$ cat config.mk
export PLATFORM = sky130hd
export DESIGN_NAME = wb_uart_tx_arbiter
export DESIGN_NICKNAME = d
export VERILOG_FILES = /design/src/rtl/wb_uart_tx_arbiter.sv
export SDC_FILE = /design/constraint.sdc
export NUM_CORES = 1
export LEC_CHECK = 0
export CAP_MARGIN = 20
export CORE_AREA = 10 10 72 74
export CTS_CLUSTER_SIZE = 25
export DETAILED_ROUTE_END_ITERATION = 12
export DIE_AREA = 0 0 82 84
export PLACE_DENSITY_LB_ADDON = 0.12
export SETUP_SLACK_MARGIN = 0.1
export SLEW_MARGIN = 30
export SYNTH_ARGS = -nofsm -noshare
export SYNTH_HDL_FRONTEND = slang
export SYNTH_SLANG_ARGS = --single-unit
export TNS_END_PERCENT = 50
$ cat constraint.sdc
create_clock -name i_clk -period 4.5 [get_ports i_clk]
set_input_delay 0.9 -clock i_clk [delete_from_list [all_inputs] [get_ports i_clk]]
set_output_delay 0.9 -clock i_clk [all_outputs]
set_load 0.005 [all_outputs]
$ cat src/rtl/wb_uart_tx_arbiter.sv
// wb_uart_tx_arbiter
// Two-master Wishbone arbiter in front of a single UART TX write port.
// The owning master is passed straight through to the UART. Once an owner
// has had MAX_BURST strobes accepted while the other master is requesting,
// the owner is stalled, its outstanding acks are drained, and ownership
// moves to the other master. Simultaneous requests from idle are settled
// round-robin.
//
// State table
//   state  | meaning
//   IDLE   | no owner; UART cycle low, both masters stalled
//   OWN0   | master 0 passed through to the UART
//   OWN1   | master 1 passed through to the UART
//   DRAIN0 | master 0 burst exhausted; waiting for its outstanding acks
//   DRAIN1 | master 1 burst exhausted; waiting for its outstanding acks
//
// Ports
//   i_clk, i_reset_n               clock, synchronous active-low reset
//   i_m0_cyc/stb/data, o_m0_ack/stall   master 0 Wishbone slave side
//   i_m1_cyc/stb/data, o_m1_ack/stall   master 1 Wishbone slave side
//   o_s_cyc/stb/data, i_s_ack/stall     Wishbone master side to UART TX
//   o_grant                        one-hot owner: bit0 = m0, bit1 = m1

module wb_uart_tx_arbiter #(
   parameter int DW        = 8,
   parameter int MAX_BURST = 16
) (
   input  logic          i_clk,
   input  logic          i_reset_n,
   input  logic          i_m0_cyc,
   input  logic          i_m0_stb,
   input  logic [DW-1:0] i_m0_data,
   output logic          o_m0_ack,
   output logic          o_m0_stall,
   input  logic          i_m1_cyc,
   input  logic          i_m1_stb,
   input  logic [DW-1:0] i_m1_data,
   output logic          o_m1_ack,
   output logic          o_m1_stall,
   output logic          o_s_cyc,
   output logic          o_s_stb,
   output logic [DW-1:0] o_s_data,
   input  logic          i_s_ack,
   input  logic          i_s_stall,
   output logic [1:0]    o_grant
);

   localparam int BW = $clog2(MAX_BURST) + 1;
   localparam logic [BW-1:0] BURST_MAX = BW'(MAX_BURST);

   typedef enum logic [2:0] {
      IDLE   = 3'd0,
      OWN0   = 3'd1,
      OWN1   = 3'd2,
      DRAIN0 = 3'd3,
      DRAIN1 = 3'd4
   } state_t;

   state_t        state;
   logic          last;
   logic [BW-1:0] burst;
   logic [BW-1:0] outst;

   logic          accept;
   logic          ack_ok;
   logic          owner_cyc;
   logic          other_cyc;
   logic [BW-1:0] burst_nxt;
   logic [BW-1:0] outst_nxt;

   // Acks are only honoured while something is outstanding, so a stray or
   // abandoned ack can neither underflow the counter nor reach a master.
   assign accept = o_s_stb && !i_s_stall;
   assign ack_ok = i_s_ack && (outst != '0);

   always_comb begin
      owner_cyc = 1'b0;
      other_cyc = 1'b0;
      if (state == OWN0 || state == DRAIN0) begin
         owner_cyc = i_m0_cyc;
         other_cyc = i_m1_cyc;
      end else if (state == OWN1 || state == DRAIN1) begin
         owner_cyc = i_m1_cyc;
         other_cyc = i_m0_cyc;
      end
   end

   always_comb begin
      burst_nxt = burst;
      if (accept && burst != BURST_MAX)
         burst_nxt = burst + BW'(1);
   end

   always_comb begin
      outst_nxt = outst;
      case ({accept, ack_ok})
         2'b10:   outst_nxt = outst + BW'(1);
         2'b01:   outst_nxt = outst - BW'(1);
         default: outst_nxt = outst;
      endcase
   end

   // Output decode from the registered state: grant and ownership can only
   // change at a clock edge, while data/strobe of the owner pass straight
   // through so the UART sees no added latency.
   always_comb begin
      o_s_cyc    = 1'b0;
      o_s_stb    = 1'b0;
      o_s_data   = '0;
      o_m0_ack   = 1'b0;
      o_m0_stall = 1'b1;
      o_m1_ack   = 1'b0;
      o_m1_stall = 1'b1;
      o_grant    = 2'b00;
      case (state)
         OWN0: begin
            o_s_cyc    = i_m0_cyc;
            o_s_stb    = i_m0_stb;
            o_s_data   = i_m0_data;
            o_m0_stall = i_s_stall;
            o_m0_ack   = ack_ok;
            o_grant    = 2'b01;
         end
         OWN1: begin
            o_s_cyc    = i_m1_cyc;
            o_s_stb    = i_m1_stb;
            o_s_data   = i_m1_data;
            o_m1_stall = i_s_stall;
            o_m1_ack   = ack_ok;
            o_grant    = 2'b10;
         end
         DRAIN0: begin
            o_s_cyc  = 1'b1;
            o_m0_ack = ack_ok;
            o_grant  = 2'b01;
         end
         DRAIN1: begin
            o_s_cyc  = 1'b1;
            o_m1_ack = ack_ok;
            o_grant  = 2'b10;
         end
         default: ;
      endcase
   end

   always_ff @(posedge i_clk) begin
      if (!i_reset_n) begin
         state <= IDLE;
         last  <= 1'b1;
         burst <= '0;
         outst <= '0;
      end else begin
         case (state)
            IDLE: begin
               // last == 1 means m1 was served most recently, so m0 wins a tie
               if (i_m0_cyc && (!i_m1_cyc || last)) begin
                  state <= OWN0;
                  last  <= 1'b0;
                  burst <= '0;
                  outst <= '0;
               end else if (i_m1_cyc) begin
                  state <= OWN1;
                  last  <= 1'b1;
                  burst <= '0;
                  outst <= '0;
               end
            end
            OWN0, OWN1: begin
               if (!owner_cyc) begin
                  state <= IDLE;
                  burst <= '0;
                  outst <= '0;
               end else begin
                  burst <= burst_nxt;
                  outst <= outst_nxt;
                  // Using the post-accept count stops the owner right on its
                  // MAX_BURST-th accepted strobe instead of one later.
                  if (burst_nxt == BURST_MAX && other_cyc)
                     state <= (state == OWN0) ? DRAIN0 : DRAIN1;
               end
            end
            DRAIN0, DRAIN1: begin
               if (outst_nxt == '0) begin
                  state <= (state == DRAIN0) ? OWN1 : OWN0;
                  last  <= (state == DRAIN0);
                  burst <= '0;
                  outst <= '0;
               end else begin
                  outst <= outst_nxt;
               end
            end
            default: state <= IDLE;
         endcase
      end
   end

endmodule

# --- Word level (Yosys, flattened, before mapping) ---
# Index checks and enable logic that the tools add are counted.
op_classes:
  addsub: 3
  eq_ne: 11
  n_mux: 34
  reduce_logical: 23
op_table:
  columns: ["op", "count"]
  rows:
  - ["5-bit two-way mux", 7]
  - ["5-bit one-hot mux with 3 select lines", 2]
  - ["3-bit two-way mux", 6]
  - ["8-bit one-hot mux with 2 select lines", 1]
  - ["1-bit two-way mux", 11]
  - ["5-bit by 1-bit adder with 5-bit output (second input constant)", 2]
  - ["5-bit one-hot mux with 2 select lines", 1]
  - ["3-bit one-hot mux with 3 select lines", 1]
  - ["3-bit AND reduction", 3]
  - ["2-bit OR reduction", 4]
  - ["3-bit by 2-bit equality test with 1-bit output (second input constant)", 2]
  - ["3-bit != test (second input constant)", 2]
  - ["5-bit equality test (second input constant)", 1]
  - ["1-bit logical AND", 5]
  - ["5-bit logical NOT", 1]
  - ["5-bit != test (second input constant)", 1]
  - ["5-bit nonzero test", 1]
  - ["5-bit by 1-bit subtractor with 5-bit output (second input constant)", 1]
  - ["1-bit one-hot mux with 2 select lines", 2]
  - ["2-bit one-hot mux with 2 select lines", 1]
  - ["3-bit by 1-bit equality test with 1-bit output (second input constant)", 1]
  - ["3-bit equality test (second input constant)", 1]
  - ["3-bit logical NOT", 1]
  - ["1-bit logical OR", 3]
  - ["9 further kinds", 10]
word_totals:
  reg_bits: 14
  output_inout_bits: 16

# --- Longest topological paths before layout ---
depth:
  ltp_word: 10
  ltp_mapped: 13

# --- Worst setup path before layout ---
# OpenSTA, ideal clock, no wires.
synth_timing:
  kind: "input port to flip-flop"
  from: "in i_m1_stb"
  to: "reg burst[2]"
  setup_ns: 0.142
  arrival_time_ns: 3.547
  setup_slack_ns: 0.812
  cell_stages: 13
  path_buffers: 0
  cell_sequence: "and3b_1 > o21a_4 > nand2_1 > ha_1 > inv_1 > fa_1 > nand2b_1 > o2bb2ai_1 > mux2i_1 > nor4_2 > nor2_1 > a311oi_2 > o221ai_1"
synth_via:
  elab_chain_len: 7
synth_rtl:
  columns: ["item", "line_no", "source"]
  rows:
  - ["start, declared", "36", "input logic i_m1_stb,"]
  - ["1-bit one-hot mux with 2 select lines *", "115", "case (state)"]
  - ["named net o_s_stb", "41", "output logic o_s_stb,"]
  - ["1-bit logical AND *", "73", "assign accept = o_s_stb && !i_s_stall;"]
  - ["2-bit by 1-bit equality test with 1-bit output / 2-bit equality test (equally long branches)", "96", "case ({accept, ack_ok})"]
  - ["5-bit one-hot mux with 2 select lines", "96", null]
  - ["5-bit logical NOT", "183", "if (outst_nxt == '0) begin"]
  - ["2-bit by 1-bit != test with 1-bit output (no source line)", null, null]
  - ["3-bit AND reduction (no source line)", null, null]
  - ["end signal, assigned", "174", "burst <= burst_nxt;"]
  - ["end, declared", "61", "logic [BW-1:0] burst;"]
# Mark *: on every way through the listed nets, which the timed path passes. The rest lies on a longest branch.
# A chain may end at the register's enable or synchronous reset.

# --- Final worst setup path ---
layout_timing:
  from: "in i_m1_stb"
  to: "reg state[2]"
layout_via:
  elab_chain_len: 8
layout_rtl:
  columns: ["item", "line_no", "source"]
  rows:
  - ["1-bit one-hot mux with 2 select lines *", "115", null]
  - ["1-bit logical AND *", "73", null]
  - ["1-bit logical AND", "90", "if (accept && burst != BURST_MAX)"]
  - ["5-bit two-way mux", "90", null]
  - ["5-bit equality test", "178", "if (burst_nxt == BURST_MAX && other_cyc)"]
  - ["1-bit logical AND", "178", null]
  - ["3-bit != test (no source line)", null, null]
  - ["3-bit AND reduction (no source line) *", null, null]
  - ["end signal, assigned", "179", "state <= (state == OWN0) ? DRAIN0 : DRAIN1;"]
  - ["end signal, assigned", "184", "state <= (state == DRAIN0) ? OWN1 : OWN0;"]
  - ["end, declared", "59", "state_t state;"]
# Every way passes the cells marked *; elsewhere a longest branch is shown, timed or not.

==> results.cfg <==
[sta]
worstMarginPinSlew_ps = 598
setup_violations = 0
slew_violations = 0
slew_headroom_pct = 60.0
period_share_pct = 89.0
min_period_ps = 4000
hold_violations = 0
fin_tns_setup_ps = 0
clock_skew_ps = 3.35
grt_setup_unrepaired = false
max_freq_mhz = 250

[detailed_routing]
first_iter_violations = 84
drc = 0
first_pass_iters = 4
ant_nets = 0
wl_mm = 4.32
wl_per_cell_microns = 15.5
detail_route.vias_per_cell = 5.38
vias = 1501

[power]
share_seq_of_total_power_pct = 23.8
intPower_uw = 419
p_leak_nw = 0.756
ir_worst_vdd_v = 0.000147
finalPower_uw = 701
p_sw_share_pct = 40.3
p_switching_uw = 282
combPwrFrac_pct = 57.6
power_frac_clock_pct = 18.5
p_per_area_mw_per_mm2 = 368

[cts]
insertion_delay_ps = 250
cts_root_buffer = clkbuf_8
cts_sinks = 14
clockBufferDepth = 2
cts-hold-fix-buffers = 0
cts_buffers = 3
cts.reportedPaths.clkPinSlew_ps = 70
htreeDepth = 1
post_cts_buffers = 0
ctsResizeCount = 0
cts_tree = done

[setup_path]
worstRegToRegCells = 13
rr_startpoint = outst[0]$_SDFFE_PN0P_
max_stage_delay_ps = 520
critPathSlowestCell = or4b_1
cp_cell_sequence = clkdlybuf4s50_1, and3b_1, o21a_4, nand2_1, ha_1, inv_1, fa_1, nand2b_1, o2bb2ai_1, mux2i_1, nor4_2, nor3_1, or4b_1, a21oi_1
start_kind = input port
cp_data_arrival_time_ps = 4190
r2r_end = state[2]$_SDFFE_PN0P_
cp-end-kind = flip-flop
worst-path-max-fanout = 5
crit_type = input port to flip-flop
crit_buf_inv = 2
crit_family = simple AND/OR/NAND/NOR gates
required_ps = 4680
reg2reg_slack_ps = 840

[die]
rows = 23
die_h_microns = 84
start_util_pct = 37.4
chipWidth_microns = 82
core_sq_mm = 0.00386
io_pins = 40
dieArea_sq_mm = 0.00689

[yosys]
synth_nets = 221
synthFlopType = dfxtp_1
synth_common_cells = nor2_1 (29), inv_1 (16), dfxtp_1 (14)
yosys.area.top_type = dfxtp_1
synthCells = 190
avgSynthCellArea_sq_um = 7.59
ys_top_cells_by_area = dfxtp_1 (19%), nor2_1 (7.6%), ha_1 (5.2%)
synth.cell_area_sq_mm = 0.00144
async_flop_share_pct = 0
ys_types = 53
ys_seq_area_share_pct = 19.4
ys_ff_latch = 14
yosysWarnings = 0
post-synth-top-count-cell = nor2_1
synth_top_area_share_pct = 19.4
synth-edff-count = 0

[cells_and_area]
num-fill-cells = 398
area_delta_synth_final_pct = 32.2
multi_input_area_sq_mm = 0.00102
nets = 261
diodes = 0
drive_gt1_share_pct = 7.42
regArea_sq_um = 280
utilization_pct = 49.4

[placement]
port_buffers = 39
gp_congestion = 0.865
place_hpwl_mm = 3.45

[grt]
track_usage_pct = 12.6
grt_pass1_wl_mm = 7.18
grt_max_degree = 23
grt-ovfl-total = 0
antenna_found_initial = 0
grt_pass1_vias = 1448

[hold_path]
hold_end = burst[0]$_SDFFE_PN0P_
hold_path_class = flip-flop to flip-flop
min_path_cells = 1
hold_start = burst[0]$_SDFFE_PN0P_

[job]
maxCapViolCount = 0

[status]
status = completed
cells in the final DEF, fill, tap and decap left out, drive strengths merged, types with 2 or more instances in the layout:
cell type      count
mux2i              4
inv               16
o2bb2ai            2
nand2             12
a21oi              9
nor4               3
clkbuf             4
a31oi              5
and3               2
nand4              2
ha                 6
nand3b             3
xnor2              3
buf                2
nor3              10
o31a               2
a21o               6
dfxtp             14
a22oi              9
and3b              2
and2               2
clkdlybuf4s50     39
o21ai             15
nor2              29
nand2b             5
nand3              3
a211oi             2
per-stage QoR:
| stage | cell area (sq um) | hold slack [ps] | cells | worst slack (ps) |
|---|---|---|---|---|
| floorplan | 1440 | 465 | 190 | 812 |
| global placement | 1850 | 505 | 275 | 295 |
| detailed placement | 1850 | 512 | 275 | 244 |
| CTS | 1910 | 522 | 279 | 489 |
| global route | 1910 | 543 | 279 | 301 |
| finish | 1910 | 520 | 279 | 496 |
layout make-up:
| cell class | count | share of cell area, % |
|---|---|---|
| Sequential cell | 14 | 14.7 |
| Clock buffer | 4 | 2.89 |
| Multi-Input combinational cell | 153 | 53.8 |
| Tap cell | 50 | 3.28 |
| Inverter | 17 | 4.07 |
| Timing Repair Buffer | 41 | 21.3 |
cell families (layout without fill, tap and decap cells):
logic type	Yosys count	count (layout)	synth area share [%]
AO/OA/AOI/OAI	60	60	30.7
multiplexers	4	4	2.78
buffers and inverters	23	62	9.46
XOR/XNOR	4	4	2.43
AND/OR/NAND/NOR	78	78	28.6
adder cells (fa/ha/maj)	7	7	6.60
flip-flops	14	14	19.4
worst max path at each step:
stage / from / to / slack, ps / cells past startpoint
after floorplan: i_m1_stb / burst[2]$_SDFFE_PN0P_ / 810 / 13
after global placement: i_m1_stb / burst[2]$_SDFFE_PN0P_ / 290 / 15
after detailed placement: i_m1_stb / state[2]$_SDFFE_PN0P_ / 240 / 14
after CTS: i_m1_stb / state[2]$_SDFFE_PN0P_ / 490 / 14
after global routing: i_m0_stb / state[2]$_SDFFE_PN0P_ / 300 / 14
final: i_m1_stb / state[2]$_SDFFE_PN0P_ / 500 / 14
per-layer routing:
layer | part of all wire (%) | GRT usage [%] | vias up
met4 | 0.63 | 2.48 | 0
li1 | - | - | 779
met2 | 48 | 20.1 | 34
met5 | 0 | 0 | -
met3 | 5.7 | 3.13 | 2
met1 | 45 | 16.5 | 686
sequential cells by signal, summed over array words and instances (netlist names):
| name | cells |
|---|---|
| last | 1 |
| state | 3 |
| outst | 5 |
| burst | 5 |
power by group through the flow:
stage	Sequential, mW	Combinational [mW]	Clock [mW]
3_5_place_dp	0.169	0.406	0
6_report	0.167	0.404	0.130
3_3_place_gp	0.169	0.409	0
2_1_floorplan	0.148	0.261	0
4_1_cts	0.165	0.408	0.131
5_1_grt	0.170	0.444	0.139
No activity file was read; power rests on OpenSTA's default activity.
